File: src/rtl/pc_sequencer.sv
// Fetch-stage PC sequencer: BOOT/RUN/HALT control, redirect arbitration, flush and redirect counting.
// Optional exception support is enabled by defining PC_SEQ_EXC_EN.
module pc_sequencer #(
  parameter int unsigned ADDR_WIDTH = 12,
  parameter logic [31:0] RESET_PC   = 32'd0,
  parameter logic [31:0] EXC_VECTOR = 32'd1
) (
  input  logic        clock,
  input  logic        reset,
  input  logic        stall,
  input  logic        branch_taken,
  input  logic [31:0] branch_target,
  input  logic        jump,
  input  logic [31:0] jump_target,
  input  logic        halt,
  input  logic        exc,
  output logic [31:0] pc,
  output logic [31:0] pc_plus_one,
  output logic        fetch_valid,
  output logic        flush,
  output logic        halted,
  output logic [15:0] redirect_count,
  output logic [31:0] epc
);

  typedef enum logic [1:0] {
    BOOT = 2'd0,
    RUN  = 2'd1,
    HALT = 2'd2
  } state_e;

  state_e                  state_q, state_d;
  logic [ADDR_WIDTH-1:0]   pc_q, pc_d, pc_inc;
  logic                    flush_q, flush_d;
  logic [15:0]             cnt_q, cnt_d;
  logic                    redirect;
  logic                    exc_take;

  assign pc_inc = pc_q + ADDR_WIDTH'(1);

`ifdef PC_SEQ_EXC_EN
  assign exc_take = exc;
`else
  assign exc_take = 1'b0;
`endif

  always_comb begin
    state_d  = state_q;
    pc_d     = pc_q;
    redirect = 1'b0;
    unique case (state_q)
      BOOT: state_d = RUN;
      RUN: begin
        if (exc_take) begin
          pc_d     = EXC_VECTOR[ADDR_WIDTH-1:0];
          redirect = 1'b1;
        end else if (jump) begin
          pc_d     = jump_target[ADDR_WIDTH-1:0];
          redirect = 1'b1;
        end else if (branch_taken) begin
          pc_d     = branch_target[ADDR_WIDTH-1:0];
          redirect = 1'b1;
        end else if (halt) begin
          state_d = HALT;
        end else if (!stall) begin
          pc_d = pc_inc;
        end
      end
      HALT: begin
        if (exc_take) begin
          pc_d     = EXC_VECTOR[ADDR_WIDTH-1:0];
          redirect = 1'b1;
          state_d  = RUN;
        end
      end
      default: state_d = BOOT;
    endcase
  end

  assign flush_d = redirect;
  assign cnt_d   = (redirect && (cnt_q != '1)) ? cnt_q + 16'd1 : cnt_q;

  always_ff @(posedge clock or posedge reset) begin
    if (reset) begin
      state_q <= BOOT;
      pc_q    <= RESET_PC[ADDR_WIDTH-1:0];
      flush_q <= 1'b0;
      cnt_q   <= '0;
    end else begin
      state_q <= state_d;
      pc_q    <= pc_d;
      flush_q <= flush_d;
      cnt_q   <= cnt_d;
    end
  end

`ifdef PC_SEQ_EXC_EN
  logic [ADDR_WIDTH-1:0] epc_q;

  // exc_take only produces a redirect outside BOOT, so gate capture the same way
  always_ff @(posedge clock or posedge reset) begin
    if (reset) begin
      epc_q <= '0;
    end else if (exc_take && (state_q != BOOT)) begin
      epc_q <= pc_q;
    end
  end

  assign epc = 32'(epc_q);
`else
  logic unused_exc;
  assign unused_exc = exc;
  assign epc        = '0;
`endif

  generate
    if (ADDR_WIDTH < 32) begin : g_unused_hi
      logic unused_target_hi;
      assign unused_target_hi = ^{branch_target[31:ADDR_WIDTH], jump_target[31:ADDR_WIDTH]};
    end
  endgenerate

  assign pc             = 32'(pc_q);
  assign pc_plus_one    = 32'(pc_inc);
  assign fetch_valid    = (state_q == RUN) && !flush_q;
  assign flush          = flush_q;
  assign halted         = (state_q == HALT);
  assign redirect_count = cnt_q;

endmodule

File: config.mk
export PLATFORM = sky130hd
export DESIGN_NAME = pc_sequencer
export DESIGN_NICKNAME = d
export VERILOG_FILES = /design/src/rtl/pc_sequencer.sv
export SDC_FILE = /design/constraint.sdc
export NUM_CORES = 1
export LEC_CHECK = 0
export ABC_AREA = 1
export CORE_UTILIZATION = 35
export CTS_CLUSTER_SIZE = 40
export DETAILED_ROUTE_END_ITERATION = 8
export PLACE_DENSITY_LB_ADDON = 0.1
export SYNTH_ARGS = -nofsm -noshare
export SYNTH_HDL_FRONTEND = slang
export SYNTH_SLANG_ARGS = --single-unit
File: constraint.sdc
create_clock -name clock -period 2.3 [get_ports clock]
set_clock_uncertainty 0.15 [all_clocks]
set_input_delay 0.46 -clock clock [delete_from_list [all_inputs] [get_ports clock]]
set_output_delay 0.46 -clock clock [all_outputs]
set_load 0.02 [all_outputs]
==> results.toml, run 1 <==
[setup_path]
rr_startpoint = "redirect_count[0]"
regToRegEndpoint = "redirect_count[12]"
end_kind = "primary output"
worst_ep_required_time_ps = 1690
crit_type = "reg -> out"
r2r_setup_slack_ps = 330
worstPathArrival_ps = 1590
cp-start-kind = "register"
rr_worst_depth = 8
critPathMaxFanout = 2

[logic_synthesis]
synth.distinct_cells = 34
syn_avg_cell_area_um2 = 6.99
synth-async-reset-ratio_pct = 100
synth_warnings = 0
synth_edf_count = 0
yosysTopAreaCell = "dfrtp_1"
yosysMostFrequentCell = "nand2_1"
syn_inst = 371
synth_commonest_cells = "nand2_1, buf_4, nor2_1, dfrtp_1, inv_1"
yosysSeqAreaShare_pct = 29.9
syn-cell-area_um2 = 2590
synthFlopType = "dfrtp_1"
synth.top_cell.area_share_pct = 29.9
ys_ff_latch = 31
ys_top_cells_by_area = "dfrtp_1, buf_4, nand2_1"

[power_and_ir_drop]
power.density_nw_per_um2 = 712
p_leak_nw = 1.67
total_power_mw = 2.37
ir_drop_uv = 442

[hold_path]
min_path_type = "reg -> reg"
hold_start = "redirect_count[15]"
hold_end = "redirect_count[15]"
whs_path_depth = 2

[layout]
finalNetCount = 529
antenna_cells = 0
drive_above_1_share_pct = 9.19
final_cells = 556
final_util_pct = 46.1
fin_area_um2 = 3330
syn_to_final_growth_pct = 28.3

[sta]
whs_ps = 373
max-slew-margin-rel_pct = 58.2
setup_viol = 0
max_freq_ghz = 0.455
period_minus_slack_ps = 2200
fin_setup_tns_ps = 0
worstMarginPinSlew_ps = 627
drv_slew = 0
fin_ws_ps = 102
final-hold-violation-count = 0
post-route-period-util_pct = 95.6

[place]
dpl_worst_slack_ps = -85.5
hpwl_um = 4440
placed_area_um2 = 3220
port_buffers = 72
gp_congestion = 0.819
dp.cells = 548

[floorplanning]
start_util_pct = 35.9
die_h_um = 88.1
core_um2 = 7210
ios = 186
dieArea_um2 = 7760
rows = 31
die_x_um = 88.1

[clock_network]
cts.path.max_buffers = 2
cts_tree = "yes"
cts_setup_buffers = 0
clock-sinks = 31
cts-root-buf = "clkbuf_8"
clkLatencyLatePin_ps = 280
hold_buffers = 0
cts_inserted_buffers = 5
htree_levels = 2
cts.clk_slew.worst_paths_ps = 70

[route]
drtIter0Drc = 74
antenna_left = 0
drc = 0
via_count = 2233
dr.pass1.iters = 4
routedWlPerCell_um = 10.5
wl_um = 5860
via_per_inst = 4.02

[global_route]
grt_pass1_vias = 2009
grt_usage_pct = 15.3
grt_pass1_wl_um = 9110
antenna_found_initial = 0
grt_overflow_total = 0
grt_max_degree = 32

[status]
status = "finished clean"

[run]
maxCapViolations = 0
layout make-up:
| type | count | area, um2 |
|---|---|---|
| Multi-Input combinational cell | 303 | 1410 |
| Timing Repair Buffer | 87 | 813 |
| Inverter | 28 | 108 |
| Sequential cell | 31 | 776 |
| Fill cell | 764 | 3890 |
| Clock buffer | 8 | 100 |
| Tap cell | 99 | 124 |
kinds of logic (layout without fill, tap and decap cells):
logic type      count (synthesis)  in the layout  share of synthesized area (%)
compound gates                 34             34                           7.34
xor+xnor                       16             16                           5.41
fa+ha+maj                       2              2                          0.965
buf+inv                       108            123                           27.0
flops                          31             31                           29.9
other cells                     1             72                          0.145
simple gates                  179            179                           29.2
flip-flops by register name, summed over array words and instances, names as in the netlist:
signal,count
flush,1
pc_q,12
redirect_count,16
state_q,2
metal layers:
layer  up-vias  track usage, %  share of wire (%)
met5         -               0                  0
met4         0            3.08               0.46
met3         4            3.02                6.4
met2        73            28.5                 49
met1       982            18.1                 44
li1       1174               -                  -
power breakdown:
part	switching (mW)	internal, mW
clock network	0.205	0.273
logic	0.661	0.469
registers	0.123	0.637
total	0.989	1.38
worst max-delay path, cell delays in order, from the launching register on:
cell and delay (ps):
dfrtp_1 380, ha_1 320, clkdlybuf4s50_1 610
worst max path at each step:
stage / from / to / slack [ps]
after floorplan: pc_q[1] / pc_plus_one[10] / 370
after global placement: branch_taken / pc_q[1] / -90
after detailed placement: jump / pc_q[0] / -90
after CTS: pc_q[0] / pc_plus_one[8] / 10
after global routing: pc_q[0] / pc_plus_one[6] / -20
final: pc_q[0] / pc_plus_one[1] / 100
timing repair:
item                                    in CTS  in global routing
pin swaps                                    1                  1
endpoints found under the setup margin      10                  7
gates resized for setup                     16                 14
layout by cell type (no fill, tap or decap), drive strengths merged, types with 12 or more instances in the layout:
master / count
buf: 15
clkdlybuf4s50: 62
nand2: 105
dfrtp: 31
nand3: 15
clkbuf: 12
nor2: 48
conb: 72
a21oi: 20
inv: 28
Note: power is estimated with default switching activity, not from simulation.
==> inputs of run 2 (changes only) <==
--- a/config.mk
+++ b/config.mk
@@ -6,6 +6,8 @@
 export NUM_CORES = 1
 export LEC_CHECK = 0
 export ABC_AREA = 1
+export ABC_CLOCK_PERIOD_IN_PS = 2300
+export CORE_MARGIN = 8
 export CORE_UTILIZATION = 35
 export CTS_CLUSTER_SIZE = 40
 export DETAILED_ROUTE_END_ITERATION = 8
==> run 2 against run 1 <==
  * Sequential share of layout area down 0.079 points
  * Total power up 1.4%
  * Via count up 0.99%
  * Global-route usage down 2.5 points
  * Sequential cell count unchanged
==> results.toml, run 2 (synthesized netlist as in run 1, its figures left out) <==
[power_and_ir_drop]
switchingPower_mw = 1.02
power.density_nw_per_um2 = 719
p_leak_nw = 1.69
switching_share_pct = 42.3
clockPowerShare_pct = 20.2
p_seq_share_pct = 31.8
total_power_mw = 2.40
p_comb_share_pct = 47.9
ir_drop_uv = 450
internal-power_mw = 1.39

[layout]
final_util_pct = 46.3
antenna_cells = 0
fin_area_um2 = 3340
fillerInstances = 748
multi_input_area_um2 = 1400
mostFrequentLayoutCell = "nand2_1"
ff_latch_area_um2 = 776
syn_to_final_growth_pct = 28.8
largest_reg_flops = 16
drive_above_1_share_pct = 10.2
final_cells = 559
layout_common_cells = "nand2_1, conb_1, clkdlybuf4s50_1"
finalNetCount = 532

[setup_path]
crit_type = "reg -> out"
setup.worst_path.start = "pc_q[1]"
cp-start-kind = "register"
r2r_setup_slack_ps = 370
worstPathArrival_ps = 1640
critPathMaxFanout = 3
worst_ep_required_time_ps = 1690
end_kind = "primary output"
regToRegEndpoint = "redirect_count[12]"
rr_startpoint = "redirect_count[0]"
rr_worst_depth = 8

[floorplanning]
dieArea_um2 = 10400
rows = 31
ios = 186
start_util_pct = 35.9
die_h_um = 102
die_x_um = 102
core_um2 = 7210

[hold_path]
hold_end = "state_q[0]"
hold_start = "state_q[1]"
whs_path_depth = 3
min_path_type = "reg -> reg"

[route]
drc = 0
routedWlPerCell_um = 12.7
wl_um = 7080
drtIter0Drc = 49
via_count = 2255
dr.pass1.iters = 4
via_per_inst = 4.03
antenna_left = 0

[place]
hpwl_um = 5500
placed_area_um2 = 3250
port_buffers = 72
dpl_worst_slack_ps = -130
gp_congestion = 0.819
dp.cells = 551

[sta]
max-slew-margin-rel_pct = 55.9
setup_viol = 0
fin_ws_ps = 48.8
post-route-period-util_pct = 97.9
drv_slew = 0
max_freq_ghz = 0.444
whs_ps = 366
fin_setup_tns_ps = 0
worstMarginPinSlew_ps = 661
period_minus_slack_ps = 2250
final-hold-violation-count = 0

[clock_network]
cts-root-buf = "clkbuf_8"
cts.clk_slew.worst_paths_ps = 70
clock-sinks = 31
cts_inserted_buffers = 5
cts.path.max_buffers = 2
cts_tree = "yes"
clkLatencyLatePin_ps = 280
htree_levels = 2

[global_route]
grt_usage_pct = 12.8
antenna_found_initial = 0
grt_max_degree = 32
grt_pass1_vias = 2216
grt_overflow_total = 0
grt_pass1_wl_um = 10700

[status]
status = "finished clean"

[run]
maxCapViolations = 0
[run 2: cell types whose count changed in the layout (fill, tap and decap cells not counted)]
cell	delta
dlymetal6s2s_1	+1
clkdlybuf4s50_1	-1
nor2_2	+1
clkdlybuf4s15_1	-1
buf_2	+2
nor2_4	-1
clkdlybuf4s15_2	-1
ha_1	-1
buf_4	+3
ha_2	+1
[run 2: critical path, stage by stage (launching register included)]
cell and delay, ps:
dfrtp_1 400, ha_2 340, clkdlybuf4s50_1 620
[run 2: area by class of cell]
class | count | share of cell area, %
well taps | 99 | 3.71
multi-input cells | 303 | 42.1
repair buffers | 90 | 24.8
inverters | 28 | 3.22
flip-flops and latches | 31 | 23.2
clock buffers | 8 | 3.00
[run 2: power by group through the flow]
stage	sequential (mW)	combinational [mW]	clock, mW
2_1_floorplan	0.872	0.647	0
3_3_place_gp	0.772	1.18	0
3_5_place_dp	0.773	1.19	0
4_1_cts	0.765	1.17	0.500
5_1_grt	0.785	1.25	0.530
6_report	0.765	1.15	0.486
[run 2: how the worst max path moves through the flow]
stage	to	slack, ps	depth (start not counted)
2_1_floorplan	pc_plus_one[10]	370	5
3_3_place_gp	pc_q[1]	-130	7
3_5_place_dp	pc_q[0]	-130	7
4_1_cts	pc_plus_one[6]	2	6
5_1_grt	pc_plus_one[6]	-0.5	6
6_report	pc_plus_one[1]	50	2
[run 2: layer usage]
metal  vias up  track usage [%]  part of all wire (%)
li1       1184                -                     -
met1       997             14.8                    42
met2        69             22.7                    50
met3         5             3.47                   8.1
met4         0             3.05                  0.64
met5         -                0                     0
[run 2: repair_timing]
action,4_1_cts,5_1_grt
resized for setup,21,13
endpoints found under the setup margin,10,9
gates cloned,0,0
hold endpoints to repair,0,0
hold buffers,0,0
setup buffers,0,0
pin swaps,1,1
